$ cat config.mk
export PLATFORM = sky130hd
export DESIGN_NAME = dir_input_ctrl
export DESIGN_NICKNAME = d
export VERILOG_FILES = /design/src/rtl/snake_pkg.sv /design/src/rtl/btn_debounce.sv /design/src/rtl/dir_input_ctrl.sv
export SDC_FILE = /design/constraint.sdc
export NUM_CORES = 1
export LEC_CHECK = 0
export ABC_AREA = 1
export CORE_ASPECT_RATIO = 0.9
export CORE_MARGIN = 5
export CORE_UTILIZATION = 40
export DETAILED_ROUTE_END_ITERATION = 8
export PLACE_DENSITY = 0.53
export SYNTH_ARGS = -nofsm -noshare
export SYNTH_HDL_FRONTEND = slang
export SYNTH_SLANG_ARGS = --single-unit
$ cat constraint.sdc
create_clock -name clk -period 1.7 [get_ports clk]
set_clock_uncertainty 0.15 [all_clocks]
set_input_delay 0.34 -clock clk [delete_from_list [all_inputs] [get_ports clk]]
set_output_delay 0.34 -clock clk [all_outputs]
set_load 0.1 [all_outputs]
$ cat src/rtl/snake_pkg.sv
// Shared direction encoding for the snake game: 2-bit direction type,
// its four named values and the opposite-direction helper.
package snake_pkg;

  typedef enum logic [1:0] {
    DIR_UP    = 2'b00,
    DIR_DOWN  = 2'b01,
    DIR_LEFT  = 2'b10,
    DIR_RIGHT = 2'b11
  } dir_t;

  function automatic dir_t opposite(input dir_t d);
    dir_t o;
    case (d)
      DIR_UP:   o = DIR_DOWN;
      DIR_DOWN: o = DIR_UP;
      DIR_LEFT: o = DIR_RIGHT;
      default:  o = DIR_LEFT;
    endcase
    return o;
  endfunction

endpackage

$ cat src/rtl/btn_debounce.sv
// One pushbutton: 2-flop synchronizer, stability counter, debounced level
// and a one-cycle pulse the cycle after the debounced level rises.
module btn_debounce #(
  parameter int unsigned DEBOUNCE_CYCLES = 120000,
  parameter int unsigned CNT_W           = 17
) (
  input  logic clk,
  input  logic rst_n,
  input  logic btn_i,
  output logic press_o
);

  localparam logic [CNT_W-1:0] CNT_MAX = CNT_W'(DEBOUNCE_CYCLES - 1);

  logic             sync1_q, sync2_q;
  logic             stable_q, stable_d;
  logic             stable_dly_q;
  logic [CNT_W-1:0] cnt_q, cnt_d;
  logic             press_q;

  always_comb begin
    stable_d = stable_q;
    cnt_d    = cnt_q;
    if (sync2_q == stable_q) begin
      cnt_d = '0;
    end else if (cnt_q == CNT_MAX) begin
      stable_d = sync2_q;
      cnt_d    = '0;
    end else begin
      cnt_d = cnt_q + 1'b1;
    end
  end

  always_ff @(posedge clk or negedge rst_n) begin
    if (!rst_n) begin
      sync1_q      <= 1'b0;
      sync2_q      <= 1'b0;
      stable_q     <= 1'b0;
      stable_dly_q <= 1'b0;
      cnt_q        <= '0;
      press_q      <= 1'b0;
    end else begin
      sync1_q      <= btn_i;
      sync2_q      <= sync1_q;
      stable_q     <= stable_d;
      cnt_q        <= cnt_d;
      stable_dly_q <= stable_q;
      press_q      <= stable_q & ~stable_dly_q;
    end
  end

  assign press_o = press_q;

endmodule

$ cat src/rtl/dir_input_ctrl.sv
// Debounced four-button direction input with a turn queue drained on tick.
// DIR_QUEUE_EN defined: two-entry queue; undefined: single overwriting slot.
module dir_input_ctrl
  import snake_pkg::*;
#(
  parameter int unsigned DEBOUNCE_CYCLES = 120000,
  parameter int unsigned CNT_W           = 17
) (
  input  logic       clk,
  input  logic       rst_n,
  input  logic       btnU,
  input  logic       btnD,
  input  logic       btnL,
  input  logic       btnR,
  input  logic       tick,
  output logic [1:0] dir,
  output logic [3:0] press,
  output logic [1:0] pending
);

  logic [3:0] press_w;
  logic [3:0] btn_w;

  assign btn_w = {btnU, btnD, btnL, btnR};

  for (genvar i = 0; i < 4; i++) begin : g_btn
    btn_debounce #(
      .DEBOUNCE_CYCLES(DEBOUNCE_CYCLES),
      .CNT_W          (CNT_W)
    ) u_db (
      .clk    (clk),
      .rst_n  (rst_n),
      .btn_i  (btn_w[i]),
      .press_o(press_w[i])
    );
  end

  dir_t       dir_q, dir_d;
  dir_t       q0_q, q0_d;
  logic [1:0] pend_q, pend_d;
  logic [1:0] pend_mid;
  logic       cand_vld;
  dir_t       cand;
  dir_t       ref_dir;
  logic       accept;
`ifdef DIR_QUEUE_EN
  dir_t       q1_q, q1_d;
  dir_t       q0_mid, q1_mid;
`endif

  always_comb begin
    cand_vld = |press_w;
    if (press_w[3])      cand = DIR_UP;
    else if (press_w[2]) cand = DIR_DOWN;
    else if (press_w[1]) cand = DIR_LEFT;
    else                 cand = DIR_RIGHT;
  end

  // Pop happens first so a same-cycle candidate is judged against the
  // post-pop reference and pushed in the same edge.
  always_comb begin
    dir_d  = dir_q;
    q0_d   = q0_q;
    pend_d = pend_q;
`ifdef DIR_QUEUE_EN
    q1_d     = q1_q;
    q0_mid   = q0_q;
    q1_mid   = q1_q;
    pend_mid = pend_q;
    if (tick && pend_q != 2'd0) begin
      dir_d    = q0_q;
      q0_mid   = q1_q;
      pend_mid = pend_q - 2'd1;
    end
    if (pend_mid == 2'd2)      ref_dir = q1_mid;
    else if (pend_mid == 2'd1) ref_dir = q0_mid;
    else                       ref_dir = dir_d;
    accept = cand_vld && (cand != ref_dir) && (cand != opposite(ref_dir));
    q0_d   = q0_mid;
    q1_d   = q1_mid;
    pend_d = pend_mid;
    if (accept && pend_mid != 2'd2) begin
      if (pend_mid == 2'd0) q0_d = cand;
      else                  q1_d = cand;
      pend_d = pend_mid + 2'd1;
    end
`else
    pend_mid = pend_q;
    if (tick && pend_q != 2'd0) begin
      dir_d    = q0_q;
      pend_mid = 2'd0;
    end
    ref_dir = dir_d;
    accept  = cand_vld && (cand != ref_dir) && (cand != opposite(ref_dir));
    pend_d  = pend_mid;
    if (accept) begin
      q0_d   = cand;
      pend_d = 2'd1;
    end
`endif
  end

  always_ff @(posedge clk or negedge rst_n) begin
    if (!rst_n) begin
      dir_q  <= DIR_RIGHT;
      q0_q   <= DIR_UP;
      pend_q <= 2'd0;
`ifdef DIR_QUEUE_EN
      q1_q   <= DIR_UP;
`endif
    end else begin
      dir_q  <= dir_d;
      q0_q   <= q0_d;
      pend_q <= pend_d;
`ifdef DIR_QUEUE_EN
      q1_q   <= q1_d;
`endif
    end
  end

  assign dir     = dir_q;
  assign press   = press_w;
  assign pending = pend_q;

endmodule

# ---- Yosys cells after proc, flatten, opt, wreduce, memory -nomap -nowiden
# Index checks and enable logic that the tools add are counted.
dict set report totals {
  in_bits 7
  elab_cells 81
  output_inout_bits 8
  reg_bits 94
}
dict set report op_classes {
  n_eq_ne 12
  bitwise_logic 12
  n_reduce_logical 11
  n_mux 15
  add_sub_neg 4
}
# op count
set ops {}
lappend ops {{2-to-1 mux 17 bit} 8}
lappend ops {{adder 17 x 1 -> 17 bit (second input constant)} 4}
lappend ops {{equality test 17 bit (second input constant)} 4}
lappend ops {{2-to-1 mux 2 bit} 5}
lappend ops {{inverter 1 bit} 8}
lappend ops {{AND reduction 2 bit} 4}
lappend ops {{one-hot mux 2 bit (3 select lines)} 1}
lappend ops {{AND 1 bit} 4}
lappend ops {{equality test 1 bit} 4}
lappend ops {{!= test 2 bit} 2}
lappend ops {{nonzero test 2 bit} 2}
lappend ops {{OR reduction 4 bit} 1}
lappend ops {{logical AND 1 bit} 3}
lappend ops {{equality test 2 x 1 -> 1 bit (second input constant)} 1}
lappend ops {{equality test 2 bit (second input constant)} 1}
lappend ops {{zero test 2 bit} 1}
lappend ops {{2-to-1 mux 1 bit} 1}

# ---- Longest topological paths before layout
# Gate-level depths: netlist of run 1.
dict set report depth {
  ltp_word 8
  depth_mapped 9
  mapped_depth_nobuf 9
}

# ---- Modules after synthesis
# A second synthesis of run 1 with hierarchy kept.
dict set report unflattened {
  cells_unflattened 633
  hier_area_um2 4946.0
}
# module n_inst seq_area_each_um2 cells_each area_each_um2
set by_module_without_submodules {}
lappend by_module_without_submodules {{btn_debounce at g_btn[0].u_db ...} 3 550.5 144 1146.1}
lappend by_module_without_submodules {{btn_debounce at g_btn[1].u_db} 1 550.5 145 1148.6}
lappend by_module_without_submodules {dir_input_ctrl 1 127.6 56 359.1}

# ---- Worst setup path after synthesis of run 1
# Ideal clock, no wire load.
dict set report synth_path {
  kind {flip-flop to flip-flop}
  from {register pend_q[0], in the netlist pending[0]}
  to {register q0_q[0]}
  setup_ns 0.132
  path_buffers 0
  path_slack_ns -0.282
  period_less_slack_ns 1.982
  t_required_ns 1.418
  stages_incl_launch_ff 6
  t_arrival_ns 1.700
  path_cell_list {dfrtp_1 > nand2_1 > o21ai_1 > nand2_1 > o21ai_0 > o21ai_0}
}
dict set report synth_between {
  elab_chain_len 7
  word_cells_on_any_way 11
  cone_classes {eq/ne (4); mux (2); reduce/logical (5)}
}
# item line_no
set synth_rtl {}
lappend synth_rtl {{start, declared} dir_input_ctrl.sv:40} ;# logic [1:0] pend_q, pend_d;
lappend synth_rtl {{start signal, assigned} dir_input_ctrl.sv:114} ;# pend_q <= pend_d;
lappend synth_rtl {{nonzero test 2 bit *} dir_input_ctrl.sv:89} ;# if (tick && pend_q != 2'd0) begin
lappend synth_rtl {{logical AND 1 bit *} dir_input_ctrl.sv:89}
lappend synth_rtl {{2-to-1 mux 2 bit *} dir_input_ctrl.sv:89}
lappend synth_rtl {{equality test 2 bit (tied with other cells)} snake_pkg.sv:14} ;# case (d)
lappend synth_rtl {{one-hot mux 2 bit (3 select lines)} snake_pkg.sv:14}
lappend synth_rtl {{!= test 2 bit} dir_input_ctrl.sv:94} ;# accept = cand_vld && (cand != ref_dir) && (cand != opposite(ref_dir));
lappend synth_rtl {{logical AND 1 bit *} dir_input_ctrl.sv:94}
lappend synth_rtl {{end signal, assigned} dir_input_ctrl.sv:113} ;# q0_q <= q0_d;
lappend synth_rtl {{end, declared} dir_input_ctrl.sv:39} ;# dir_t q0_q, q0_d;
# Every way passes the cells marked *; elsewhere a longest branch is shown, timed or not.
# A chain may end at the register's enable or synchronous reset.

# ---- Final worst setup path of run 1
dict set report layout_path {
  from {register g_btn[3].u_db.cnt_q[0]}
  to {register g_btn[3].u_db.cnt_q[15]}
}
dict set report layout_between {
  elab_chain_len 3
  word_cells_on_any_way 4
  cone_classes {add/sub (1); eq/ne (1); mux (2)}
}
# item line_no
set layout_rtl {}
lappend layout_rtl {{start, declared} btn_debounce.sv:18} ;# logic [CNT_W-1:0] cnt_q, cnt_d;
lappend layout_rtl {{start signal, assigned} btn_debounce.sv:46} ;# cnt_q <= cnt_d;
lappend layout_rtl {{adder 17 x 1 -> 17 bit or equality test 17 bit (tied branches)} {btn_debounce.sv:30, btn_debounce.sv:26}}
lappend layout_rtl {{2-to-1 mux 17 bit *} btn_debounce.sv:26} ;# end else if (cnt_q == CNT_MAX) begin
lappend layout_rtl {{2-to-1 mux 17 bit *} btn_debounce.sv:24} ;# if (sync2_q == stable_q) begin
lappend layout_rtl {{via g_btn[3].u_db.cnt_d[15]} btn_debounce.sv:18}
# The timed path passes the listed nets; every way through them passes the cells marked *.

==> results.txt, run 1 <==
- Outcome: completed
* GRT Max-Usage Layer: met2
* Dominant synthesized flop cell: dfrtp_1
- Entering global routing, the biggest net connects 29 pins.
* Clock-pin transition on the worst setup and hold timing paths: 0.06 ns
- Routability-driven placement finished with a final weighted congestion of 0.895.
- The number of antenna violations at the first check in global routing is 0.
* Number of fillers in the final layout: 1140
* Required time at the worst-slack endpoint: 1.79 ns
- The detailed router placed 3609 vias in this run.
* Number of buffers on the longest clock path: 2
- The critical path goes through ha_1 > nand3_2 > nor2_4 > nand4_4 > nand2_4 > inv_2 > nand2_1 > inv_1.
- Cell area after technology mapping: 4740 um2
- The final layout contains 624 nets.
* Async set or reset register ratio after synthesis: 100%
* Count of mapped cells out of synthesis: 583
* Footprint of the multi-input gates: 2110 um2
- Clk sinks: 93
- Slowest stage cell, crit path: dfrtp_1
* Met3 routing resource usage after global routing: 4.53%
- Of all nets on the critical path, the largest fanout is 8.
- Derived from the worst setup path, the maximum achievable clock frequency is 626 MHz.
- DRC marker count from the first detailed-route iteration: 240
- Summing all flip-flop and latch instances after layout gives 2330 um2.
- CP top delay family: simple AND/OR/NAND/NOR gates
* CP peak stage delay: 0.36 ns
- The critical path is of the reg2reg type.
- Instance count after placement with tap cells included: 755
* Warnings, synthesis: 0
- Area of the die: 14100 um2
* Post-route insts no fill: 774
- DIE HEIGHT: 113 um
- FP Rows: 37
- Kind of end point of the critical path: flip-flop
- The routed design has 9.09 mm of wire.
- Library cells used by synthesis: 34
- Endpoints failing hold: 0
- Number of max-capacitance violations reported: 0
- For this run, design rule violations remaining after detail routing come to 0.
- The clock tree synthesis step divided the H-tree into 3 levels.
* Router iterations before antenna repair: 4
- Kind of start point of the critical path: flip-flop
* Number of top-level design ports: 15
- At the worst endpoint, the arrival time is 1.69 ns.
* Detail-routed net length per standard cell: 11.7 um
* Count of input and output buffers: 13
* Antenna cell count: 0
- The via count of the first global-routing pass came to 3604.
- The share of the Yosys chip area taken by registers is 49.1%.
* Final core utilization: 48.1%
- The design draws 0.00470 W.
- Avg Synthesized Cell Area: 8.13 um2
- Dividing the detail-routed via count by the number of cells gives 4.66.
* Type of the most critical hold path: reg2reg
* Met2 demand-to-capacity share in global routing: 23.1%
* Effective utilization at floorplan: 41.1%
- In this run the static leakage power is 2.44 nW.
* Antenna viol nets, final: 0
- Half-perimeter wire length of the detailed placement result: 6.71 mm
- Setup total negative slack on the finished layout was measured at 0 ns.
- Net Count, Synth: 594
- Worst voltage drop across the vdd grid: 0.437 mV
* Ratio of cells with drive above 1 in the final layout: 12.9%
- The number of pins exceeding their max-slew limit in the final report is 0.
- Period utilization: 93.9%
- First-pass GRT wire length: 16.7 mm
- Total setup violations reported at the end of the flow: 0
- The root buffer cell chosen for the clock tree is clkbuf_16.
* Core Footprint: 11500 um2
- Clock period minus final worst setup slack: 1.60 ns
- Area overhead of the layout relative to synthesis: 16.9%
- Together, buffers and inverters on the worst path number 2.
- TritonCTS clock tree: done
- Total of flip-flops plus latches after synthesis: 93
- Floorplan die width: 125 um
- Register-to-register setup slack: 0.10 ns
* Global routing usage on met1: 18.7%
- In this run the power density over the cells is 849 nW/um2.
- Clock latency on the worst-skew pair, taken at its later pin, is 0.35 ns.
* Total routing resource utilization after global routing: 14.3%
- Overflow after GRT: 0
* Clock buffer count from CTS: 9
- Counting flops with a built-in enable in the synthesized netlist gives 0.
worst reg2reg max path: stages, from the launching register on:
cell and delay [ns]:
dfrtp_1 0.36, ha_1 0.21, nand3_2 0.14, nor2_4 0.21
nand4_4 0.15, nand2_4 0.15, inv_2 0.04, nand2_1 0.05
inv_1 0.03
area by class of cell:
class                   count  area share, %
clock buffers              12           4.45
clock inverters             4          0.858
inverters                  78           5.28
multi-input cells         407           38.1
flip-flops and latches     93           42.1
well taps                 156           3.52
repair buffers             24           5.78
final timing paths:
| path | start | endpoint | cells after the start |
|---|---|---|---|
| min reg2reg | g_btn[1].u_db.sync1_q$_DFF_PN0_ | g_btn[1].u_db.sync2_q$_DFF_PN0_ | 0 |
| min | g_btn[1].u_db.sync1_q$_DFF_PN0_ | g_btn[1].u_db.sync2_q$_DFF_PN0_ | 0 |
| min in group asynchronous | rst_n | g_btn[2].u_db.cnt_q[14]$_DFF_PN0_ | 2 |
| max reg2reg | g_btn[3].u_db.cnt_q[0]$_DFF_PN0_ | g_btn[3].u_db.cnt_q[15]$_DFF_PN0_ | 8 |
| max in group asynchronous | rst_n | g_btn[0].u_db.sync1_q$_DFF_PN0_ | 3 |
| max | g_btn[3].u_db.cnt_q[0]$_DFF_PN0_ | g_btn[3].u_db.cnt_q[15]$_DFF_PN0_ | 8 |
repair_timing:
item / 4_1_cts / 5_1_grt
gates resized for setup: 0 / 8
hold buffers: 1 / 0
endpoints found under the hold margin: 20 / 0
setup buffers: 0 / 2
endpoints found under the setup margin: 0 / 26
power breakdown:
part | switching, W | total [W] | leakage, nW | internal (W)
logic | 0.000251 | 0.000383 | 1.04 | 0.000132
registers | 0.0000412 | 0.00231 | 1.26 | 0.00227
clock network | 0.000836 | 0.00201 | 0.143 | 0.00118
cell usage in the layout (no fill, tap or decap), types with 3 or more instances in the layout:
| cell type | instances |
|---|---|
| nor2_1 | 138 |
| nand2_1 | 108 |
| dfrtp_1 | 90 |
| inv_1 | 73 |
| nand3_1 | 41 |
| xor2_1 | 22 |
| nand4_1 | 12 |
| nor2_2 | 12 |
| a21oi_1 | 11 |
| buf_12 | 10 |
| o21ai_0 | 9 |
| clkbuf_16 | 9 |
| buf_4 | 8 |
| xnor2_1 | 7 |
| nand3_2 | 5 |
| inv_2 | 5 |
| nand2_2 | 5 |
| clkdlybuf4s50_1 | 5 |
| o21ai_1 | 4 |
| nor3b_1 | 4 |
| xor2_2 | 3 |
| nand2_4 | 3 |
| nand3_4 | 3 |
synthesized netlist by cell type (3+ instances only):
master	count	area, um2
ha_1	4	50.1
o21ai_1	4	20.0
nand2_1	108	405
xor2_2	3	48.8
xor2_1	22	193
o21ai_0	9	45.0
nor3b_1	4	30.0
nor2_2	8	50.1
nor2_1	142	533
nand4_1	12	75.1
a21oi_1	11	55.1
nand3_1	41	205
buf_4	5	37.5
nand2_2	6	37.5
nand3_2	6	60.1
inv_1	73	274
dfrtp_1	91	2280
xnor2_1	7	61.3
inv_2	5	18.8
cell families after synthesis:
group,count (synthesis),synth area share [%]
and+or+nand+nor,340,32.8
other,1,0.0791
AOI/OAI and AO/OA,30,3.59
buffers and inverters,83,6.97
DFF,93,49.1
adders and majority gates,4,1.06
xor gates and xnor gates,32,6.39
metal layers:
metal | wire (um) | part of all wire [%]
met4 | 123 | 1.4
met1 | 4460 | 49
met2 | 4140 | 46
met3 | 367 | 4.0
met5 | 0 | 0
through the flow:
stage / cell area, um2 / hold slack (ns) / setup WS, ns
global route: 5540 / 0.211 / -0.00688
finish: 5540 / 0.195 / 0.103
global placement: 5200 / 0.145 / -0.0477
floorplan: 4740 / -0.106 / 0.0106
detailed placement: 5200 / 0.146 / -0.0511
CTS: 5500 / 0.197 / 0.0567
sequential cells by signal, summed over array words and instances (netlist names):
name,flops
pending,1
g_btn.u_db.sync2_q,4
g_btn.u_db.stable_dly_q,4
g_btn.u_db.cnt_q,68
g_btn.u_db.press_o,4
dir,2
q0_q,2
g_btn.u_db.stable_q,4
g_btn.u_db.sync1_q,4
Note: power is estimated with default switching activity, not from simulation.
==> inputs of run 2 (changes only) <==
Settings changed: ABC_AREA 1 to unset.
==> run 2 against run 1 <==
  * The run now ends with negative setup slack left
  * Sequential share of layout area down 1.2 points
  * Via count shrank 12%
  * Non-clock buffer count grew 56
  * Largest cell class unchanged
  * Global-route usage about the same
  * Sequential cell count unchanged
  * Combinational power is 40% lower
  * Clock power rose by 2%
  * Routed wire length down 5.6%
  * Core utilization increased by 7.3 points
  * Register-to-register slack got worse by 0.21 ns
==> results.txt, run 2 <==
- Yosys instantiated no cell more often than dfrtp_1.
- Among all flip-flop cells after synthesis, the most frequent one is dfrtp_1.
- Total of flip-flops plus latches after synthesis: 93
* Floorplan die width: 119 um
- End of the critical path: g_btn[3].u_db.stable_q$_DFFE_PN0P_
- Ratio of cells with drive above 1 in the final layout: 31.8%
- The worst register-to-register path ends at g_btn[3].u_db.stable_q$_DFFE_PN0P_.
- Summed over all layers, the global routing overflow is 0.
- The share of total power dissipated in the clock network is 45.0%.
* Outcome: finished, violations left
- The die is 108 um tall.
- Net Count, Synth: 417
* Library cells used by synthesis: 48
- Share of Yosys cell area claimed by the top area cell type: 53.4%
- Detail-routed net length per standard cell: 13.8 um
- Clock period minus final worst setup slack: 1.81 ns
- Detailed placement finished with a half-perimeter wire length of 5.73 mm.
- Top post-synthesis cells by area: dfrtp_1 (53%), xnor2_1 (9.0%), nor2_1 (6.1%), xor2_1 (3.5%), nand3_1 (3.4%)
- In this run the power spent charging and discharging nets is 0.00103 W.
- After technology mapping, the gate count stands at 406.
* Number of fillers in the final layout: 885
- In this run, flip-flops and latches consume 49.9% of the power.
* Number of H-tree levels: 3
- More flip-flops sit in one register than any other, and that register is g_btn.u_db.cnt_q.
- Along the worst path, the maximum fanout reaches 5.
- The critical path in this run is classified as reg2reg.
* CP startpoint: g_btn[3].u_db.cnt_q[9]$_DFF_PN0_
- Once detail routing completed, the nets flagged for antenna violations numbered 0.
* Period utilization: 106%
- Sequential cells were found to cover 54.6% of the synthesized design area.
* Effective utilization at floorplan: 41.3%
- Kind of start point of the critical path: flip-flop
- Cell area after technology mapping: 4260 um2
* Total setup violations reported at the end of the flow: 25
- Worst-Margin Slew: 0.593 ns
* Number of max-capacitance violations reported: 0
- Area of the die: 12800 um2
- The Yosys step of the flow raised 0 warnings.
* Worst-Skew Late Latency: 0.34 ns
* Largest net degree at the start of global routing: 32
- Setup repair after global routing missed its margin: yes
- The checks that failed: negative setup slack.
* Number of top-level design ports: 15
* Switching power share of the total: 22.5%
- Total routing resource utilization after global routing: 14.3%
- Leakage component of the power: 2.37 nW
* Highest-count cells in the layout ignoring fill and taps: dfrtp_1 (87), buf_4 (63), nor2_1 (47), xnor2_1 (44), nand3_1 (27)
- For this run, the post-layout net count is 499.
* Library cell with the largest summed area after synthesis: dfrtp_1
- Router iterations before antenna repair: 4
- In this run the standard cell core region covers 10300 um2.
- DRC marker count from the first detailed-route iteration: 125
- The number of pins exceeding their max-slew limit in the final report is 0.
* Via count of the first global-routing pass: 3195
- The detailed router placed 3162 vias in this run.
- Data on the critical path is required at its endpoint by 1.77 ns.
- The number of antenna violations at the first check in global routing was 0.
* Kind of end point of the critical path: flip-flop
- Dividing the detail-routed via count by the number of cells gives 5.08.
- Number of cells traversed by the worst register-to-register path: 3
- The synthesized design contains 0 enable-type register cells.
- The tree is rooted in a clkbuf_16.
* Clock buffer count from CTS: 9
- 0 antenna diodes ended up in the layout.
- In this run the tightest slew margin relative to its limit is 60.4%.
* Async set or reset register ratio after synthesis: 100%
* Remaining routing DRC violations: 0
* Placement Setup Slack: -0.139 ns
- Overall routed net length: 8.58 mm
* Type of the most critical hold path: reg2reg
- First-pass GRT wire length: 15.0 mm
- Power density relative to cell area: 795 nW/um2
- From synthesis to final layout, the design area changed by 34.2%.
- The library cell used most frequently in the layout, excluding fill and tap cells, is dfrtp_1.
- After layout, the worst setup slack is -0.106 ns.
- The number of hold-slack violations in the final timing report was 0.
- Maximum clock rate: 554 MHz
* Critical Path AT: 1.87 ns
* Avg Synthesized Cell Area: 10.5 um2
* Worst voltage drop across the vdd grid: 0.619 mV
- TritonCTS built the clock tree.
- Number of buffers on the longest clock path: 2
- After clock tree synthesis, the clock-pin slew on the worst setup and hold paths is 0.07 ns.
* Synth cell count leaders: dfrtp_1 (91), nor2_1 (69), xnor2_1 (44)
* Logic gate share of total power: 5.0%
- In this run the register-to-register setup slack is -0.11 ns.
- The count of buffers added on input and output ports is 13.
- Internal power contribution: 0.00353 W
* Flip-flop count of the largest register after layout: 68
- RR Startpoint: g_btn[3].u_db.cnt_q[9]$_DFF_PN0_
* Hold slack final: 0.202 ns
- The clock net in this run drives a total of 93 sinks.
- Row generation in the floorplan step produced 35 rows.
- The congestion estimate from routability-driven global placement came to 0.786.
run 2: changes by cell type after synthesis, sizes merged, moves of 17 or more:
cell	previous run	this run
inv	78	14
nor3	2	19
nor4	0	18
nor2	153	69
xnor2	7	44
nand3	49	30
nand2	116	19
run 2: timing repair:
action / 4_1_cts / 5_1_grt
pin swaps: 7 / 28
endpoints found under the setup margin: 30 / 60
endpoints found under the hold margin: 17 / 0
gates resized for setup: 8 / 59
cloned: 1 / 2
buffers inserted: 2 / 6
hold buffers: 1 / 0
run 2: per-stage QoR:
step	TNS [ns]	utilization, %	cells	cell area, um2	total power, W
floorplan	-0.0176	-	406	4290	0.00240
global placement	-0.965	48.7	594	5030	0.00252
detailed placement	-1.45	48.7	594	5030	0.00252
CTS	-0.447	52.4	614	5410	0.00461
global route	-2.47	55.4	622	5720	0.00475
finish	-0.878	55.4	622	5720	0.00455
run 2: final cells by class:
class / count / area, um2 / area share [%]
Inverter: 14 / 52.6 / 0.918
Timing Repair Buffer: 80 / 729 / 12.7
Multi-Input combinational cell: 290 / 2130 / 37.3
Sequential cell: 93 / 2340 / 40.8
Tap cell: 129 / 161 / 2.82
Clock inverter: 6 / 71.3 / 1.25
Clock buffer: 10 / 239 / 4.18
run 2: worst max-delay path: stages (launching register included):
cell	delay (ns)
dfrtp_1	0.41
nand4bb_1	0.21
or4_4	0.61
mux2_2	0.31
run 2: power by group through the flow:
stage / combinational (W) / sequential (W) / clock [W]
after floorplan: 0.0000844 / 0.00231 / 0
after global placement: 0.000202 / 0.00231 / 0
final: 0.000229 / 0.00227 / 0.00205
after CTS: 0.000213 / 0.00227 / 0.00213
after detailed placement: 0.000204 / 0.00231 / 0
after global routing: 0.000262 / 0.00228 / 0.00221
run 2: cell families after synthesis:
group / count (synthesis) / share of synthesized area, %
AOI/OAI and AO/OA: 12 / 1.91
xor gates and xnor gates: 61 / 12.5
adders and majority gates: 4 / 1.17
buffers and inverters: 25 / 2.99
DFF: 93 / 54.6
muxes: 8 / 2.11
other: 1 / 0.0879
and+or+nand+nor: 202 / 24.6
run 2: worst min path at each step:
stage,start,slack (ns),end,depth (start not counted)
4_1_cts,g_btn[1].u_db.sync1_q$_DFF_PN0_,0.20,g_btn[1].u_db.sync2_q$_DFF_PN0_,0
3_5_place_dp,rst_n,0.11,g_btn[1].u_db.cnt_q[12]$_DFF_PN0_,1
3_3_place_gp,rst_n,0.11,g_btn[1].u_db.cnt_q[12]$_DFF_PN0_,1
6_report,g_btn[1].u_db.sync1_q$_DFF_PN0_,0.20,g_btn[1].u_db.sync2_q$_DFF_PN0_,0
2_1_floorplan,rst_n,-0.11,g_btn[0].u_db.cnt_q[0]$_DFF_PN0_,0
5_1_grt,g_btn[1].u_db.sync1_q$_DFF_PN0_,0.22,g_btn[1].u_db.sync2_q$_DFF_PN0_,0
run 2: per-layer routing:
| metal | wire (um) | global-route usage, % | part of all wire, % | vias up |
|---|---|---|---|---|
| met5 | 0 | 0 | 0 | - |
| met4 | 76 | 5.21 | 0.89 | 0 |
| met3 | 296 | 3.40 | 3.4 | 8 |
| met1 | 4160 | 19.1 | 48 | 1545 |
| met2 | 4050 | 23.0 | 47 | 43 |
| li1 | - | - | - | 1566 |
==> inputs of run 3 (changes only) <==
Settings changed: CORE_UTILIZATION 40 to 45, PLACE_DENSITY 0.53 to 0.59.
==> run 3 against run 2 <==
  * The flow still finishes with violations (negative setup slack)
  * Worst setup slack better by 0.0066 ns
  * Critical path type unchanged
  * Power is 13% lower
  * Design area is 2.6% lower
  * Fmax is 0.37% higher
  * Register-to-register slack hardly changed
  * Highest routed layer unchanged
  * Non-clock buffer count is 3 higher
==> results.txt, run 3 (same netlist as run 2, synthesis figures left out) <==
* Root cell of the clock tree: clkbuf_8
- Final worst slack: -0.0989 ns
* Core Footprint: 9170 um2
- Static timing analysis puts the maximum clock frequency at 556 MHz.
- Router iterations before antenna repair: 4
* Endpoint, Worst Hold: g_btn[1].u_db.sync2_q$_DFF_PN0_
* Antenna viol nets, final: 0
- Ranked by flip-flop count, first place goes to g_btn.u_db.cnt_q.
* Effective utilization at floorplan: 46.5%
- Count of nets after finishing: 502
- Clock period minus final worst setup slack: 1.80 ns
* Final core utilization: 60.8%
- VDD sags by at most 0.477 mV.
- Clock-pin transition on the worst setup and hold timing paths: 0.09 ns
* Vias after detailed routing: 3178
- Remaining routing DRC violations: 0
* Overflow after GRT: 0
- Flip-flop count of the largest register after layout: 68
- Kind of start point of the critical path: flip-flop
* Worst hold path cell count: 0
- Data arrives at the worst endpoint at 1.90 ns.
- Leakage component of the power: 2.34 nW
- Kind of end point of the critical path: flip-flop
- Violations in the final reports: negative setup slack
- Routability-driven placement finished with a final weighted congestion of 0.824.
- At the pin with the least slew margin, the transition time is 0.602 ns.
- Summing internal, switching and leakage power gives 0.00395 W.
- DRC marker count from the first detailed-route iteration: 76
- Clk sinks: 93
* Half-perimeter wire length of the detailed placement result: 5.64 mm
- Endpoints failing hold: 0
* Ratio of cells with drive above 1 in the final layout: 30.0%
- Setup violations remaining at the end of the flow were counted as 31.
* Largest net degree at the start of global routing: 37
- Floorplan die width: 113 um
* Area of the die: 11500 um2
* Initial antenna violation count: 0
- Worst-path maximum fanout: 7
- The via count of the first global-routing pass was 3177.
* Clock buffer count from CTS: 9
- Measured along the y axis, the die boundary spans 102 um.
- Using the TritonRoute via totals, the vias-per-cell ratio works out to 5.14.
- Setup repair after global routing missed its margin: yes
- HP Start: g_btn[1].u_db.sync1_q$_DFF_PN0_
- First-pass GRT wire length: 14.2 mm
- Input and output buffers added on the ports amount to 13.
* Number of top-level design ports: 15
* Power density relative to cell area: 708 nW/um2
* Worst-Skew Late Latency: 0.35 ns
- Headroom to the max-slew limit: 59.8%
- The library cell used most frequently in the layout, excluding fill and tap cells, is dfrtp_1.
- Outcome: finished, violations left
* FP Rows: 33
- Setup CP Type: reg2reg
- The library cells used most frequently in the layout, excluding fill and tap cells, are dfrtp_1 (87), buf_4 (66), nor2_1 (55), xnor2_1 (44), nand3_1 (27).
- The final layout contains routed wiring with a total length of 8.39 mm.
- TritonCTS clock tree: done
- Global routing used 15.2% of the available tracks.
- Area overhead of the layout relative to synthesis: 30.7%
- RR Startpoint: g_btn[3].u_db.cnt_q[9]$_DFF_PN0_
* Detail-routed net length per standard cell: 13.6 um
- The longest clock path from root to sink contains 2 buffers.
- Setup slack on the worst reg-to-reg path comes out at -0.1 ns.
- Worst r2r dst: g_btn[3].u_db.cnt_q[9]$_DFF_PN0_
- The number of antenna diodes in the final layout is 0.
- The min-delay analysis places its worst path in the category reg2reg.
- Number of max-capacitance violations reported: 0
- At the worst endpoint, the required time is 1.80 ns.
- Measured in cells, the most critical reg-to-reg path has a length of 5.
* Period utilization: 106%
- Pins over their slew limit: 0
- The H-tree generated during clock tree synthesis spans 3 levels.
-- run 3: stage by stage --
step | setup TNS (ns) | hold WS (ns) | std cells | setup WS (ns) | area [um2]
2_1_floorplan | -0.0176 | -0.106 | 406 | -0.0176 | 4290
3_3_place_gp | -0.794 | 0.108 | 590 | -0.0683 | 5040
3_5_place_dp | -1.35 | 0.109 | 590 | -0.113 | 5040
4_1_cts | -0.411 | 0.206 | 611 | -0.0563 | 5320
5_1_grt | -3.32 | 0.220 | 618 | -0.146 | 5570
6_report | -1.57 | 0.200 | 618 | -0.0989 | 5570
-- run 3: where the power goes --
part / internal (W) / switching (W)
Sequential: 0.00224 / 0.0000265
Clock: 0.000717 / 0.000729
Combinational: 0.0000941 / 0.000140
Total: 0.00305 / 0.000895
-- run 3: cell type report --
| cell class | instances | area [um2] |
|---|---|---|
| clock buffer | 12 | 145 |
| clock inverter | 4 | 47.5 |
| fill | 764 | 3590 |
| inverter | 14 | 52.6 |
| multi-input combinational | 290 | 2070 |
| sequential | 93 | 2340 |
| tap | 122 | 153 |
| timing repair buffer | 83 | 767 |
-- run 3: worst max-delay path by stage --
stage / from / endpoint / slack (ns) / cells after the start
6_report: g_btn[3].u_db.cnt_q[9]$_DFF_PN0_ / g_btn[3].u_db.cnt_q[9]$_DFF_PN0_ / -0.1 / 5
3_3_place_gp: tick / q0_q[0]$_DFFE_PN0P_ / -0.07 / 5
3_5_place_dp: tick / q0_q[0]$_DFFE_PN0P_ / -0.11 / 5
4_1_cts: g_btn[2].u_db.cnt_q[9]$_DFF_PN0_ / g_btn[2].u_db.stable_q$_DFFE_PN0P_ / -0.06 / 4
5_1_grt: g_btn[2].u_db.cnt_q[9]$_DFF_PN0_ / g_btn[2].u_db.stable_q$_DFFE_PN0P_ / -0.15 / 4
2_1_floorplan: g_btn[2].u_db.cnt_q[9]$_DFF_PN0_ / g_btn[2].u_db.stable_q$_DFFE_PN0P_ / -0.02 / 4
-- run 3: layer usage --
metal / GRT usage, % / share of wire [%] / vias up
met5: 0 / 0 / -
met4: 4.44 / 0.91 / 0
met3: 3.91 / 3.3 / 8
met1: 20.2 / 49 / 1558
li1: - / - / 1575
met2: 24.7 / 46 / 37
-- run 3: what timing repair did --
action                                  CTS  global route
hold buffers                              1             0
pin swaps                                 2            23
buffers inserted                          3             6
gates resized for setup                   8            47
endpoints found under the setup margin   33            61
endpoints found under the hold margin    21             0
cloned                                    1             1
-- run 3: worst max-delay path, cell delays in order (launching register included) --
cell and delay (ns):
dfrtp_1 0.42, nand4bb_1 0.22, or4_4 0.59, buf_12 0.17, nand2_8 0.10, nor2_2 0.05
